## src/rtl/wb_if_pkg.sv

```systemverilog
// ============================================================================
// wb_if_pkg : shared state encoding and default sizing for wb_if_master
// Revision  : 1.0
// ============================================================================
`default_nettype none

package wb_if_pkg;

  typedef enum logic [0:0] {
    ST_IDLE = 1'b0,
    ST_BUS  = 1'b1
  } state_t;

  localparam int DEF_ADDR_WIDTH  = 2;
  localparam int DEF_DATA_WIDTH  = 8;
  localparam int DEF_ACK_TIMEOUT = 16;

endpackage

`default_nettype wire

```

## src/rtl/wb_if_master.sv

```systemverilog
// ============================================================================
// wb_if_master : single-transfer Wishbone master with ack timeout and monitor
// Revision     : 1.0
// ============================================================================
`default_nettype none

module wb_if_master
  import wb_if_pkg::*;
#(
  parameter int ADDR_WIDTH  = DEF_ADDR_WIDTH,
  parameter int DATA_WIDTH  = DEF_DATA_WIDTH,
  parameter int ACK_TIMEOUT = DEF_ACK_TIMEOUT
) (
  input  logic                  clk_i,
  input  logic                  rst_i,
  input  logic                  cmd_valid_i,
  output logic                  cmd_ready_o,
  input  logic                  cmd_we_i,
  input  logic [ADDR_WIDTH-1:0] cmd_adr_i,
  input  logic [DATA_WIDTH-1:0] cmd_dat_i,
  output logic                  rsp_valid_o,
  output logic [DATA_WIDTH-1:0] rsp_dat_o,
  output logic                  rsp_err_o,
  output logic                  cyc_o,
  output logic                  stb_o,
  output logic                  we_o,
  output logic [ADDR_WIDTH-1:0] adr_o,
  output logic [DATA_WIDTH-1:0] dat_o,
  input  logic                  ack_i,
  input  logic [DATA_WIDTH-1:0] dat_i,
  output logic                  mon_valid_o,
  output logic [ADDR_WIDTH-1:0] mon_adr_o,
  output logic [DATA_WIDTH-1:0] mon_dat_o,
  output logic                  mon_we_o
);

  localparam int               c_CNT_W     = $clog2(ACK_TIMEOUT + 1);
  localparam logic [c_CNT_W-1:0] c_WAIT_LAST = c_CNT_W'(ACK_TIMEOUT - 1);
  localparam logic [c_CNT_W-1:0] c_WAIT_ONE  = c_CNT_W'(1);

  state_t                r_state;
  state_t                w_state_nxt;
  logic [ADDR_WIDTH-1:0] r_adr;
  logic                  r_we;
  logic [DATA_WIDTH-1:0] r_dat;
  logic [c_CNT_W-1:0]    r_wait;
  logic                  r_rsp_valid;
  logic [DATA_WIDTH-1:0] r_rsp_dat;
  logic                  r_rsp_err;
  logic                  r_mon_valid;
  logic [ADDR_WIDTH-1:0] r_mon_adr;
  logic [DATA_WIDTH-1:0] r_mon_dat;
  logic                  r_mon_we;

  logic                  w_in_bus;
  logic                  w_accept;
  logic                  w_ack;
  logic                  w_timeout;
  logic [DATA_WIDTH-1:0] w_done_dat;

  assign w_in_bus   = (r_state == ST_BUS);
  assign w_accept   = (r_state == ST_IDLE) && cmd_valid_i;
  assign w_ack      = w_in_bus && ack_i;
  // An ack arriving on the final wait cycle still wins over the timeout.
  assign w_timeout  = w_in_bus && !ack_i && (r_wait == c_WAIT_LAST);
  assign w_done_dat = r_we ? r_dat : dat_i;

  always_ff @(posedge clk_i or negedge rst_i) begin
    if (!rst_i) begin
      r_state <= ST_IDLE;
    end else begin
      r_state <= w_state_nxt;
    end
  end

  always_comb begin
    w_state_nxt = r_state;
    case (r_state)
      ST_IDLE: if (cmd_valid_i) w_state_nxt = ST_BUS;
      ST_BUS:  if (ack_i || (r_wait == c_WAIT_LAST)) w_state_nxt = ST_IDLE;
      default: w_state_nxt = ST_IDLE;
    endcase
  end

  always_ff @(posedge clk_i or negedge rst_i) begin
    if (!rst_i) begin
      r_adr       <= '0;
      r_we        <= 1'b0;
      r_dat       <= '0;
      r_wait      <= '0;
      r_rsp_valid <= 1'b0;
      r_rsp_dat   <= '0;
      r_rsp_err   <= 1'b0;
      r_mon_valid <= 1'b0;
      r_mon_adr   <= '0;
      r_mon_dat   <= '0;
      r_mon_we    <= 1'b0;
    end else begin
      r_rsp_valid <= 1'b0;
      r_mon_valid <= 1'b0;
      if (w_accept) begin
        r_adr  <= cmd_adr_i;
        r_we   <= cmd_we_i;
        // Read data is never driven onto dat_o, so it is not captured at all.
        r_dat  <= cmd_we_i ? cmd_dat_i : '0;
        r_wait <= '0;
      end else if (w_ack) begin
        r_wait      <= '0;
        r_rsp_valid <= 1'b1;
        r_rsp_err   <= 1'b0;
        r_rsp_dat   <= w_done_dat;
        r_mon_valid <= 1'b1;
        r_mon_adr   <= r_adr;
        r_mon_dat   <= w_done_dat;
        r_mon_we    <= r_we;
      end else if (w_timeout) begin
        r_wait      <= '0;
        r_rsp_valid <= 1'b1;
        r_rsp_err   <= 1'b1;
        r_rsp_dat   <= '0;
      end else if (w_in_bus) begin
        r_wait <= r_wait + c_WAIT_ONE;
      end
    end
  end

  assign cmd_ready_o = !w_in_bus;
  assign cyc_o       = w_in_bus;
  assign stb_o       = w_in_bus;
  assign we_o        = w_in_bus && r_we;
  assign adr_o       = w_in_bus ? r_adr : '0;
  assign dat_o       = w_in_bus ? r_dat : '0;
  assign rsp_valid_o = r_rsp_valid;
  assign rsp_dat_o   = r_rsp_dat;
  assign rsp_err_o   = r_rsp_err;
  assign mon_valid_o = r_mon_valid;
  assign mon_adr_o   = r_mon_adr;
  assign mon_dat_o   = r_mon_dat;
  assign mon_we_o    = r_mon_we;

endmodule

`default_nettype wire

```

## config.mk

```make
export PLATFORM = sky130hd
export DESIGN_NAME = wb_if_master
export DESIGN_NICKNAME = d
export VERILOG_FILES = /design/src/rtl/wb_if_pkg.sv /design/src/rtl/wb_if_master.sv
export SDC_FILE = /design/constraint.sdc
export NUM_CORES = 1
export LEC_CHECK = 0
export ABC_AREA = 0
export CAP_MARGIN = 20
export CORE_MARGIN = 5
export CORE_UTILIZATION = 40
export DETAILED_ROUTE_END_ITERATION = 16
export PLACE_DENSITY = 0.72
export SYNTH_ARGS = -nofsm -noshare
export SYNTH_HDL_FRONTEND = slang
export SYNTH_SLANG_ARGS = --single-unit
```

## constraint.sdc

```tcl
create_clock -name clk_i -period 1.2 [get_ports clk_i]
set_clock_uncertainty 0.1 [all_clocks]
set_input_delay 0.3 -clock clk_i [delete_from_list [all_inputs] [get_ports clk_i]]
set_output_delay 0.3 -clock clk_i [all_outputs]
set_load 0.005 [all_outputs]
```

==> reports/qor.txt <==
Clock Path Buffers: 2
Crit path arrival time: 1110 ps
post-route cell area: 0.002962 sq mm
DR vias: 1576
hold_ws: 346.2 ps
final number of hold-violating endpoints: 0
worst path cell trace: buf_6 -> and2_1 -> buf_2
crit-path max cell delay: 430 ps
Critical path buffers and inverters: 2
Power Density: 1533 mW/mm^2
# diodes: 0
P_leak: 1.597 nW
area of the core: 0.004058 sq mm
critical path data required time: 800 ps
Slew @ Worst Pin: 462.1 ps
initial antenna violation count: 0
initial core utilization: 41.69%
failing checks: negative setup slack
CTS tree: built
Worst-path clk slew: 70 ps
top cells by area, synth: dfrtp_1 58%, a21o_1 7.1%, nand2_1 5.1%
DP Area: 0.002620 sq mm
Tcrit/Tclk final: 126.2%
port bufs: 58
via-per-instance ratio: 4.834
commonest non-fill, non-tap cell in the layout: buf_4
unrepaired setup endpoints after global routing: yes
relative slew slack: 69.19%
die span in y: 75.03 microns
die area: 0.005630 sq mm
most frequent cells in the layout: 51 x buf_4, 38 x dfrtp_1, 28 x buf_2
Synth Warn #: 0
post-synth net total: 176
synthesized area per cell: 11.13 sq um
Synth top area share: 57.69%
post-route setup slack: -314.3 ps
number of remaining DRC errors: 0
total CTS buffers: 5
length of the first detailed-routing pass in iterations: 4
maximum fanout along the worst path: 6
register area share after synthesis: 57.69%
Main synth FF type: dfrtp_1
1st-iter DRT viols: 56
std cell rows: 23
All-Layer GR Usage: 19.59%
post-route ant nets: 0
status: finished with violations
Seq cells post-synth: 39
DP HPWL: 3.474 mm
fmax: 660.4 MHz
Root Buffer: clkbuf_8
Peak supply drop: 0.8006 mV
Final Non-Filler Cells: 326
DRT Wirelength: 5.160 mm
CTS Sinks: 39
Final Wtd Congestion: 0.7787
Tmin final: 1514 ps
asr flop ratio synth: 100.0%
Crit path max-delay family: flip-flops
startpoint types: flop
share of cells above drive strength 1: 53.99%
Worst Setup Path Type: flop to output pin
Worst-Skew Late Latency: 290 ps
Hold Crit Class: input port to asynchronous set/reset pin
Reg2Reg Setup Slack: -310 ps
Synth cell types: 29
Synth area leader: dfrtp_1
DP Cell Count: 293
EDFF count, synth: 0
cells after synthesis: 152
area delta synth->final: 75.07%
final setup vio count: 60
worst r2r src: cyc_o
critical path's slowest cell: dfrtp_2
CTS H-Tree Depth: 2
nets: 300
die span in x: 75.03 microns
reg2reg path depth: 6
Max Cap Viol: 0
Worst setup EP type: output pin
FF-to-FF End: cyc_o
Final Slew Violations: 0
largest net degree at the start of global routing: 27
first-pass GRT wire length: 8.066 mm
# IOs: 59
vias in the first global route: 1691
Synth Cell Area: 0.001692 sq mm
DR WL/cell: 15.83 microns
GR Overflow Total: 0
state kept, by name, summed over array words and instances, names as in the netlist:
name	flops
mon_dat_o	8
r_dat	8
rsp_dat_o	8
r_wait	5
mon_adr_o	2
r_adr	2
cyc_o	1
mon_valid_o	1
mon_we_o	1
r_we	1
rsp_err_o	1
rsp_valid_o	1
cells in the mapped netlist, types with 2 or more instances:
master / n
dfrtp_1: 39
nand2_1: 23
a21o_1: 16
o21ai_0: 13
and2_1: 11
nor2_1: 9
mux2i_1: 8
buf_2: 4
mux2_2: 4
inv_1: 3
buf_4: 2
mux2_4: 2
nand3_1: 2
cell families (layout without fill, tap and decap cells):
family                   Yosys count  after routing  share of synthesized area, %
adder cells (fa/ha/maj)            1              1                        0.7395
buffers and inverters             13            134                         4.067
flip-flops                        39             39                         57.69
AO/OA/AOI/OAI                     33             34                         12.94
AND/OR/NAND/NOR                   52             54                         15.38
multiplexers                      14             14                         9.172
cell type report:
class	instances	area, sq um
Fill cell	285	1096
Timing Repair Buffer	123	1002
Sequential cell	39	977.2
Multi-Input combinational cell	103	817.0
Clock buffer	6	82.58
Tap cell	50	62.56
Inverter	4	15.01
Clock inverter	1	5.005
worst register-to-register path: stages, from the launching register on:
cell	delay (ps)
dfrtp_2	430
buf_6	140
buf_4	150
buf_8	140
and2b_2	230
o21ai_4	100
nand2_1	90
how the worst max path moves through the flow:
stage | start | end | cells after the start
floorplan | r_wait[0] | rsp_dat_o[0] | 4
global placement | ack_i | rsp_dat_o[2] | 5
detailed placement | ack_i | mon_dat_o[2] | 5
CTS | cyc_o | dat_o[0] | 3
global route | cyc_o | dat_o[3] | 3
finish | cyc_o | dat_o[3] | 3
repair_timing:
action / 4_1_cts / 5_1_grt
gates resized for setup: 192 / 21
setup buffers: 16 / 8
endpoints found under the hold margin: 13 / 0
endpoints found under the setup margin: 75 / 73
pin swaps: 3 / 4
hold buffers: 1 / 0
cloned: 2 / 1
metal layers:
layer  vias to the layer above  global-route usage [%]  wire length, microns
li1                        755                       -                     -
met1                       765                   22.04                  1924
met2                        49                   35.20                  2855
met3                         7                   3.738                   270
met4                         0                   9.684                   109
met5                         -                       0                     0
power breakdown:
part	internal [W]	leakage, nW	switching (W)
Combinational	0.00117	1.05	0.000703
Clock	0.000451	0.0470	0.000443
Sequential	0.00161	0.498	0.000161
Total	0.00323	1.60	0.00131
metrics by stage:
stage	setup slack, ps	power, W	setup TNS (ps)	util (%)
after floorplan	-85.49	0.002327	-1299	-
after global placement	-463.5	0.003350	-20860	64.57
after detailed placement	-514.9	0.003423	-22230	64.57
after CTS	-316.9	0.004352	-11600	69.94
after global routing	-338.6	0.004783	-15500	72.99
final	-314.3	0.004539	-13230	72.99
(Power assumes the default switching activity.)
